===== src/rtl/trafparser_l3_sched.sv =====
// L3 front-end scheduler: skips up to two VLAN tags, classifies IPv4/IPv6/other and
// delays the stream 3 words so per-packet attributes cover SOP..EOP. Option: TRAFPARSER_QINQ_EN.
module trafparser_l3_sched #(
    parameter int DELAY_P          = 3,
    parameter int RES_FIFO_DEPTH_P = 4
) (
    input  logic        clk_i,
    input  logic        srst_n_i,
    input  logic [63:0] pkt_data_i,
    input  logic [2:0]  pkt_mod_i,
    input  logic        pkt_sop_i,
    input  logic        pkt_eop_i,
    input  logic        pkt_en_i,
    output logic [63:0] pkt_data_o,
    output logic [2:0]  pkt_mod_o,
    output logic        pkt_sop_o,
    output logic        pkt_eop_o,
    output logic        pkt_en_o,
    output logic        ipv4_en_o,
    output logic        ipv6_en_o,
    output logic        ip_6b_n2b_start_o,
    output logic [1:0]  vlan_cnt_o,
    output logic [1:0]  l3_type_o
);
    localparam int PW = $clog2(RES_FIFO_DEPTH_P);
    localparam logic [15:0] ET_IPV4 = 16'h0800;
    localparam logic [15:0] ET_IPV6 = 16'h86DD;
    localparam logic [15:0] TPID_C  = 16'h8100;
    localparam logic [PW:0]   PTR_ONE = 1;
    localparam logic [PW:0]   PTR_TWO = 2;
    localparam logic [PW-1:0] IDX_ONE = 1;

    typedef enum logic [1:0] {L3_OTHER = 2'd0, L3_IPV4 = 2'd1, L3_IPV6 = 2'd2} l3_type_e;
    typedef enum logic [1:0] {ST_IDLE, ST_W1, ST_W2, ST_DONE} state_e;

    typedef struct packed {
        l3_type_e   l3_type;
        logic       align_6b;
        logic [1:0] vlan;
    } res_t;

    typedef struct packed {
        logic [63:0] data;
        logic [2:0]  mod;
        logic        sop;
        logic        eop;
        logic        valid;
    } stage_t;

    localparam res_t RES_OTHER = '{l3_type: L3_OTHER, align_6b: 1'b1, vlan: 2'd0};

    function automatic logic is_outer_tpid(input logic [15:0] et);
`ifdef TRAFPARSER_QINQ_EN
        return (et == TPID_C) || (et == 16'h88A8) || (et == 16'h9100);
`else
        return et == TPID_C;
`endif
    endfunction

    stage_t      stg_q [DELAY_P];
    res_t        res_mem_q [RES_FIFO_DEPTH_P];
    logic [PW:0] wr_ptr_q, rd_ptr_q;
    state_e      state_q;
    res_t        attr_q, out_rec, dec_rec, head;
    logic        drain, shift, out_vld, dec_hit, in_hdr;
    logic [15:0] et_lo, et_hi;
    logic [PW-1:0] wr_idx, wr_idx1;

    // Trailing words keep moving while any EOP is still buffered.
    always_comb begin
        // NOTE: every always_comb output gets a default first so no latch is inferred.
        drain = 1'b0;
        for (int i = 0; i < DELAY_P; i++) drain = drain | (stg_q[i].valid & stg_q[i].eop);
    end

    assign shift   = pkt_en_i | drain;
    assign out_vld = shift & stg_q[DELAY_P-1].valid;

    always_ff @(posedge clk_i) begin
        if (!srst_n_i) begin
            for (int i = 0; i < DELAY_P; i++) stg_q[i] <= '0;
        end else if (shift) begin
            // NOTE: non-blocking so each stage takes its neighbour's old value.
            stg_q[0] <= '{data: pkt_data_i, mod: pkt_mod_i, sop: pkt_sop_i,
                          eop: pkt_eop_i, valid: pkt_en_i};
            for (int i = 1; i < DELAY_P; i++) stg_q[i] <= stg_q[i-1];
        end
    end

    assign et_lo   = pkt_data_i[31:16];
    assign et_hi   = pkt_data_i[63:48];
    assign in_hdr  = (state_q == ST_W1) || (state_q == ST_W2);
    assign wr_idx  = wr_ptr_q[PW-1:0];
    assign wr_idx1 = wr_idx + IDX_ONE;

    always_comb begin
        dec_hit = 1'b0;
        dec_rec = RES_OTHER;
        case (state_q)
            ST_W1: begin
                if (et_lo == ET_IPV4) begin
                    dec_hit = 1'b1;
                    dec_rec = '{L3_IPV4, 1'b1, 2'd0};
                end else if (et_lo == ET_IPV6) begin
                    dec_hit = 1'b1;
                    dec_rec = '{L3_IPV6, 1'b1, 2'd0};
                end else if (!is_outer_tpid(et_lo)) begin
                    dec_hit = 1'b1;
                end
            end
            ST_W2: begin
                dec_hit = 1'b1;
                if (et_hi == ET_IPV4)      dec_rec = '{L3_IPV4, 1'b0, 2'd1};
                else if (et_hi == ET_IPV6) dec_rec = '{L3_IPV6, 1'b0, 2'd1};
                else if (et_hi == TPID_C) begin
                    if (et_lo == ET_IPV4)      dec_rec = '{L3_IPV4, 1'b1, 2'd2};
                    else if (et_lo == ET_IPV6) dec_rec = '{L3_IPV6, 1'b1, 2'd2};
                    else                       dec_rec = '{L3_OTHER, 1'b1, 2'd2};
                end else begin
                    dec_rec = '{L3_OTHER, 1'b0, 2'd1};
                end
            end
            default: ;
        endcase
    end

    // A SOP that aborts an undecided header and is itself a 1-word packet needs two records.
    always_ff @(posedge clk_i) begin
        if (!srst_n_i) begin
            state_q  <= ST_IDLE;
            wr_ptr_q <= '0;
        end else if (pkt_en_i) begin
            if (pkt_sop_i) begin
                if (in_hdr && pkt_eop_i) begin
                    res_mem_q[wr_idx]  <= RES_OTHER;
                    res_mem_q[wr_idx1] <= RES_OTHER;
                    wr_ptr_q           <= wr_ptr_q + PTR_TWO;
                end else if (in_hdr || pkt_eop_i) begin
                    res_mem_q[wr_idx]  <= RES_OTHER;
                    wr_ptr_q           <= wr_ptr_q + PTR_ONE;
                end
                state_q <= pkt_eop_i ? ST_IDLE : ST_W1;
            end else begin
                case (state_q)
                    ST_W1, ST_W2: begin
                        if (dec_hit || pkt_eop_i) begin
                            res_mem_q[wr_idx] <= dec_hit ? dec_rec : RES_OTHER;
                            wr_ptr_q          <= wr_ptr_q + PTR_ONE;
                            state_q           <= pkt_eop_i ? ST_IDLE : ST_DONE;
                        end else begin
                            state_q <= ST_W2;
                        end
                    end
                    ST_DONE: if (pkt_eop_i) state_q <= ST_IDLE;
                    default: ;
                endcase
            end
        end
    end

    // NOTE: the record memory is not reset; the pointers alone define which entries are live.
    assign head = res_mem_q[rd_ptr_q[PW-1:0]];

    always_ff @(posedge clk_i) begin
        if (!srst_n_i) begin
            rd_ptr_q <= '0;
            attr_q   <= '0;
        end else if (out_vld) begin
            if (stg_q[DELAY_P-1].sop) rd_ptr_q <= rd_ptr_q + PTR_ONE;
            if (stg_q[DELAY_P-1].eop)      attr_q <= '0;
            else if (stg_q[DELAY_P-1].sop) attr_q <= head;
        end
    end

    // The SOP word shows the popped record directly so attributes line up with sop_o.
    assign out_rec = (out_vld && stg_q[DELAY_P-1].sop) ? head : attr_q;

    assign pkt_en_o          = out_vld;
    assign pkt_data_o        = out_vld ? stg_q[DELAY_P-1].data : '0;
    assign pkt_mod_o         = out_vld ? stg_q[DELAY_P-1].mod  : '0;
    assign pkt_sop_o         = out_vld & stg_q[DELAY_P-1].sop;
    assign pkt_eop_o         = out_vld & stg_q[DELAY_P-1].eop;
    assign ipv4_en_o         = (out_rec.l3_type == L3_IPV4);
    assign ipv6_en_o         = (out_rec.l3_type == L3_IPV6);
    assign ip_6b_n2b_start_o = out_rec.align_6b;
    assign vlan_cnt_o        = out_rec.vlan;
    assign l3_type_o         = out_rec.l3_type;
endmodule


===== config.mk =====
export PLATFORM = sky130hd
export DESIGN_NAME = trafparser_l3_sched
export DESIGN_NICKNAME = d
export VERILOG_FILES = /design/src/rtl/trafparser_l3_sched.sv
export SDC_FILE = /design/constraint.sdc
export NUM_CORES = 1
export LEC_CHECK = 0
export BUFFER_PORTS_ARGS = -buffer_cell sky130_fd_sc_hd__buf_2
export CAP_MARGIN = 15
export CORE_MARGIN = 8
export CORE_UTILIZATION = 45
export CTS_CLUSTER_DIAMETER = 80
export DETAILED_ROUTE_END_ITERATION = 8
export PLACE_DENSITY = 0.7
export SYNTH_ARGS = -nofsm -noshare
export SYNTH_HDL_FRONTEND = slang
export SYNTH_SLANG_ARGS = --single-unit

===== constraint.sdc =====
create_clock -name clk_i -period 10.6 [get_ports clk_i]
set_input_delay 2.12 -clock clk_i [delete_from_list [all_inputs] [get_ports clk_i]]
set_output_delay 2.12 -clock clk_i [all_outputs]
set_load 0.02 [all_outputs]

Word level (Yosys, flattened, before mapping)
Memory sizes are Yosys's and may differ from the RTL's. A register that Yosys moved wholly into a read port is not among the register bits. Cells that the tools add are included.

Bitwise gates (word level): 14. Reduce and logical (&&, ||, !) cells: 14. $add $sub $neg: 4. Equal/unequal tests: 13. Mux-type cells: 57.

Operators with widths (number): 2-to-1 mux 70 bit (3); 2-to-1 mux 5 bit (13); == test 16 bit (second input constant) (4); 2-to-1 mux 64 bit (1); == test 16 x 12 -> 1 bit (second input constant) (2); 2-to-1 mux 1 bit (25); 2-to-1 mux 3 bit (6); 2-to-1 mux 2 bit (6); case mux 5 bit (2 select lines) (1); OR 1 bit (8); adder 3 x 1 -> 3 bit (second input constant) (2); AND 1 bit (6); == test 2 bit (second input constant) (3); nonzero test 2 bit (3); == test 2 x 1 -> 1 bit (second input constant) (2); case mux 2 bit (2 select lines) (1); AND reduction 2 bit (2); AND reduction 4 bit (1); adder 3 x 2 -> 3 bit (second input constant) (1); logical OR 1 bit (3); != test 3 x 1 -> 1 bit (second input constant) (1); != test 3 bit (second input constant) (1); AND reduction 3 bit (1); nonzero test 3 bit (1); 4 further kinds (5).

Bits in writable memories: 230. Logic and storage cells: 110. Input port bits: 72. Memories: 2. Bits in registers: 13.

Memories: stg_q (words 3, width 70, read ports 3, clocked after memory_dff 0, wr ports 3, RTL line 60) `stage_t stg_q [DELAY_P];`; res_mem_q (words 4, width 5, read ports 1, clocked after memory_dff 1, wr ports 2, RTL line 61) `res_t res_mem_q [RES_FIFO_DEPTH_P];`.

Longest topological paths before layout
Depth in word-level cells: 13. Gate-level depth with buffers: 10. Mapped depth without buffers: 9.

Worst setup path before layout
OpenSTA, ideal clock, no wires.

Path type: input-to-reg. From: input port srst_n_i. To: memory stg_q[0][0] (netlist bit), enable pin. Data arrival time: 7.199 ns. Setup slack: 1.223 ns. Path buffers: 2. Setup time: 2.179 ns. Stages: 3. Cell sequence: buf_2 > buf_1 > nand3_1.

RTL lines: start, declared (RTL line 8) `input logic srst_n_i,`; end, declared (RTL line 60).

Worst setup path after layout
From: input port pkt_en_i. To: output port ip_6b_n2b_start_o.

Cells in the longest elaborated chain, start to end: 4.

RTL lines: start, declared (RTL line 13) `input logic pkt_en_i,`; OR 1 bit (RTL line 76) `assign shift = pkt_en_i | drain;`; AND 1 bit (RTL line 77) `assign out_vld = shift & stg_q[DELAY_P-1].valid;`; logical AND 1 bit (RTL line 176) `assign out_rec = (out_vld && stg_q[DELAY_P-1].sop) ? head : attr_q;`; 2-to-1 mux 5 bit (RTL line 176); end, declared (RTL line 21) `output logic ip_6b_n2b_start_o,`.

No other way between the ends.

==> out/qor.yml <==
clock.fmax_ghz: 0.164
overflow: 0
timing.setup.critical_path_class: "in -> out"
timing.clock.skew_ns: 0.00982
final_core_util_pct: 53.8
layout.filler_cells: 1944
worst_ep_required_time_ns: 8.48
drt_iter0_drc: 336
post_synthesis_mean_instance_area_sq_um: 13.6
clock_latency_ns: 0.51
worstSetupEndpointType: "primary output"
yosys_warnings: 0
timing.max_slew.rel_slack_pct: 37.3
cp_common_cell: "sky130_fd_sc_hd__buf_2"
power_leakage_nw: 5.11
detail_route.vias_per_cell: 4.87
run_status: "finished, final reports clean"
grt_pass1_vias: 5895
fin_crit_ns: 6.10
drv_slew: 0
cts-root-buf: "sky130_fd_sc_hd__clkbuf_16"
max_slew.worst_pin.slew_ns: 0.928
max_cap_violations: 0
wirelength_um: 19400
post-cts-setup-buffer-count: 0
path_cells: "buf_2, a21oi_1, a21oi_4, buf_4, nand3_1, nand2_1, buf_2"
pin_count_of_the_biggest_net_entering_global_routing: 109
antenna_left: 0
setup-tns-final_ns: 0
layout.cells.most_common: "sky130_fd_sc_hd__and2_1"
routed_wire_length_per_instance_um: 16.0
dieArea_sq_um: 28100
power_density_nw_per_um2: 176
worst_setup_path_start: "pkt_en_i"
worst-path-max-fanout: 42
share_of_cells_above_drive_strength_1_pct: 22.8
min-delay-path-class: "reg -> reg"
layout.cells.most_common_list: "sky130_fd_sc_hd__and2_1 (282), sky130_fd_sc_hd__edfxtp_1 (210), sky130_fd_sc_hd__buf_2 (148), sky130_fd_sc_hd__nand2_1 (36), sky130_fd_sc_hd__dfxtp_1 (33)"
postSynth.asyncResetShare_pct: 0
cts-buffers-inserted: 26
finalCritPeriodShare_pct: 57.6
cts_num_sinks: 243
critical_path.top_delay_family: "compound AO/OA/AOI/OAI gates"
cp.buffers_inverters: 3
cts_tree: "yes"
number_of_enable_flip_flop_cells_after_synthesis: 210
num_rows: 55
timing.critical_path.arrival_ns: 3.98
place_congestion: 0.816
worst_r2r_startpoint: "stg_q[0][141]"
port_buffers: 148
setup_repair_after_global_routing_missed_its_margin: "no"
layout-area-overhead-vs-synth_pct: 17.6
synth_fp_nets: 846
cts_hold_buffers: 0
ioPinCount: 149
synthDistinctLibCells: 55
starting_utilization_of_the_core_area_pct: 45.7
global_route.usage.total_pct: 13.4
cts.clk_slew.worst_paths_ns: 0.06
h-tree-depth: 1
worst_path_largest_cell_delay_ns: 0.67
chipHeight_um: 168
ys_ff_latch: 243
number_of_standard_cells_after_synthesis: 763
synth_area_sq_um: 10400
layout.nets: 991
die_w_um: 168
dr_total_vias: 5905
grt_first_pass_wirelength_um: 30700
antenna_found_initial: 0
post-dp-hpwl_um: 13000
fp.coreArea_sq_um: 22600
power.ir.vdd_worst_mv: 0.0884
remaining_drc_errors: 0
hold_viol_final: 0
hp-start: "res_mem_q[3][0]"
num_antenna_cells: 0
ys_dominant_reg_cell: "sky130_fd_sc_hd__edfxtp_1"
timing.final.setup_violations: 0
cts_max_path_buffers: 3
timing.critical_path.from_type: "input port"
synth.yosys.seq_area_share_pct: 67.3
dr.pass1.iters: 4
critical_path.slowest_cell: "sky130_fd_sc_hd__a21oi_4"
cts-resized-gates: 0
==> cells by family (layout without fill, tap and decap cells) <==
| group | count (synthesis) | count (layout) | share of synthesized area, % |
|---|---|---|---|
| AND/OR/NAND/NOR | 378 | 378 | 22.5 |
| flip-flops | 243 | 243 | 67.3 |
| AO/OA/AOI/OAI | 59 | 59 | 4.26 |
| buffers and inverters | 50 | 214 | 1.86 |
| multiplexers | 20 | 20 | 2.56 |
| adder cells (fa/ha/maj) | 11 | 11 | 1.33 |
| XOR/XNOR | 2 | 2 | 0.169 |
==> layout make-up <==
cell class | count | area [sq um] | area share (%)
tap | 285 | 357 | 2.93
clock buffer | 36 | 688 | 5.65
sequential | 243 | 6970 | 57.2
multi-input combinational | 470 | 3230 | 26.5
timing repair buffer | 154 | 806 | 6.62
inverter | 13 | 48.8 | 0.401
clock inverter | 11 | 85.1 | 0.699
==> metal layers <==
metal | track usage, % | vias to the layer above | routed length, um
li1 | - | 2988 | -
met1 | 16.4 | 2756 | 8350
met5 | 0 | - | 0
met4 | 4.23 | 0 | 385
met2 | 23.3 | 132 | 9600
met3 | 3.08 | 29 | 1100
==> path summary, 6_finish.rpt <==
path	to	slack, ns	depth (start not counted)
worst max-delay path	ip_6b_n2b_start_o	4.50	7
worst min-delay path	res_mem_q[3][0]	0.46	2
worst max register to register	stg_q[0][178]	7.53	4
worst min register to register	res_mem_q[3][0]	0.46	2
==> through the flow <==
step	total power, W	std cells	setup slack (ns)	hold WS, ns	instance area, sq um
final	0.00214	1212	4.50	0.461	12200
after floorplan	0.00129	763	1.22	0.435	10400
after detailed placement	0.00135	1164	4.40	0.454	11400
after CTS	0.00217	1211	4.40	0.466	12200
after global routing	0.00224	1212	4.23	0.482	12200
after global placement	0.00134	1164	4.50	0.444	11400
==> registers in the layout, indices dropped and copies added (netlist names), named ones only <==
name	flops
attr_q	5
rd_ptr_q	2
res_mem_q	20
state_q	2
stg_q	210
wr_ptr_q	2
==> cell usage after synthesis, types with 5 or more instances <==
cell type / n / area share, %
sky130_fd_sc_hd__a21oi_1: 14 / 0.68
sky130_fd_sc_hd__and2_1: 282 / 17
sky130_fd_sc_hd__clkbuf_1: 32 / 1.2
sky130_fd_sc_hd__dfxtp_1: 33 / 6.4
sky130_fd_sc_hd__edfxtp_1: 210 / 61
sky130_fd_sc_hd__ha_1: 11 / 1.3
sky130_fd_sc_hd__inv_1: 13 / 0.47
sky130_fd_sc_hd__mux2i_1: 13 / 1.3
sky130_fd_sc_hd__mux4_2: 5 / 1.1
sky130_fd_sc_hd__nand2_1: 36 / 1.3
sky130_fd_sc_hd__nand3_1: 6 / 0.29
sky130_fd_sc_hd__nand4_1: 5 / 0.30
sky130_fd_sc_hd__nor2_1: 8 / 0.29
sky130_fd_sc_hd__nor3_1: 6 / 0.29
==> power breakdown <==
group	internal (W)	leakage (nW)	switching (W)	total, W
combinational	0.0000606	2.12	0.000103	0.000163
sequential	0.00114	2.62	0.0000231	0.00116
clock	0.000476	0.377	0.000342	0.000818
==> worst min-delay path, cell delays in order (launching register included) <==
cell and delay [ns]:
sky130_fd_sc_hd__dfxtp_1 0.31, sky130_fd_sc_hd__nand2_1 0.05, sky130_fd_sc_hd__mux2i_1 0.06
No activity file was read; power rests on OpenSTA's default activity.
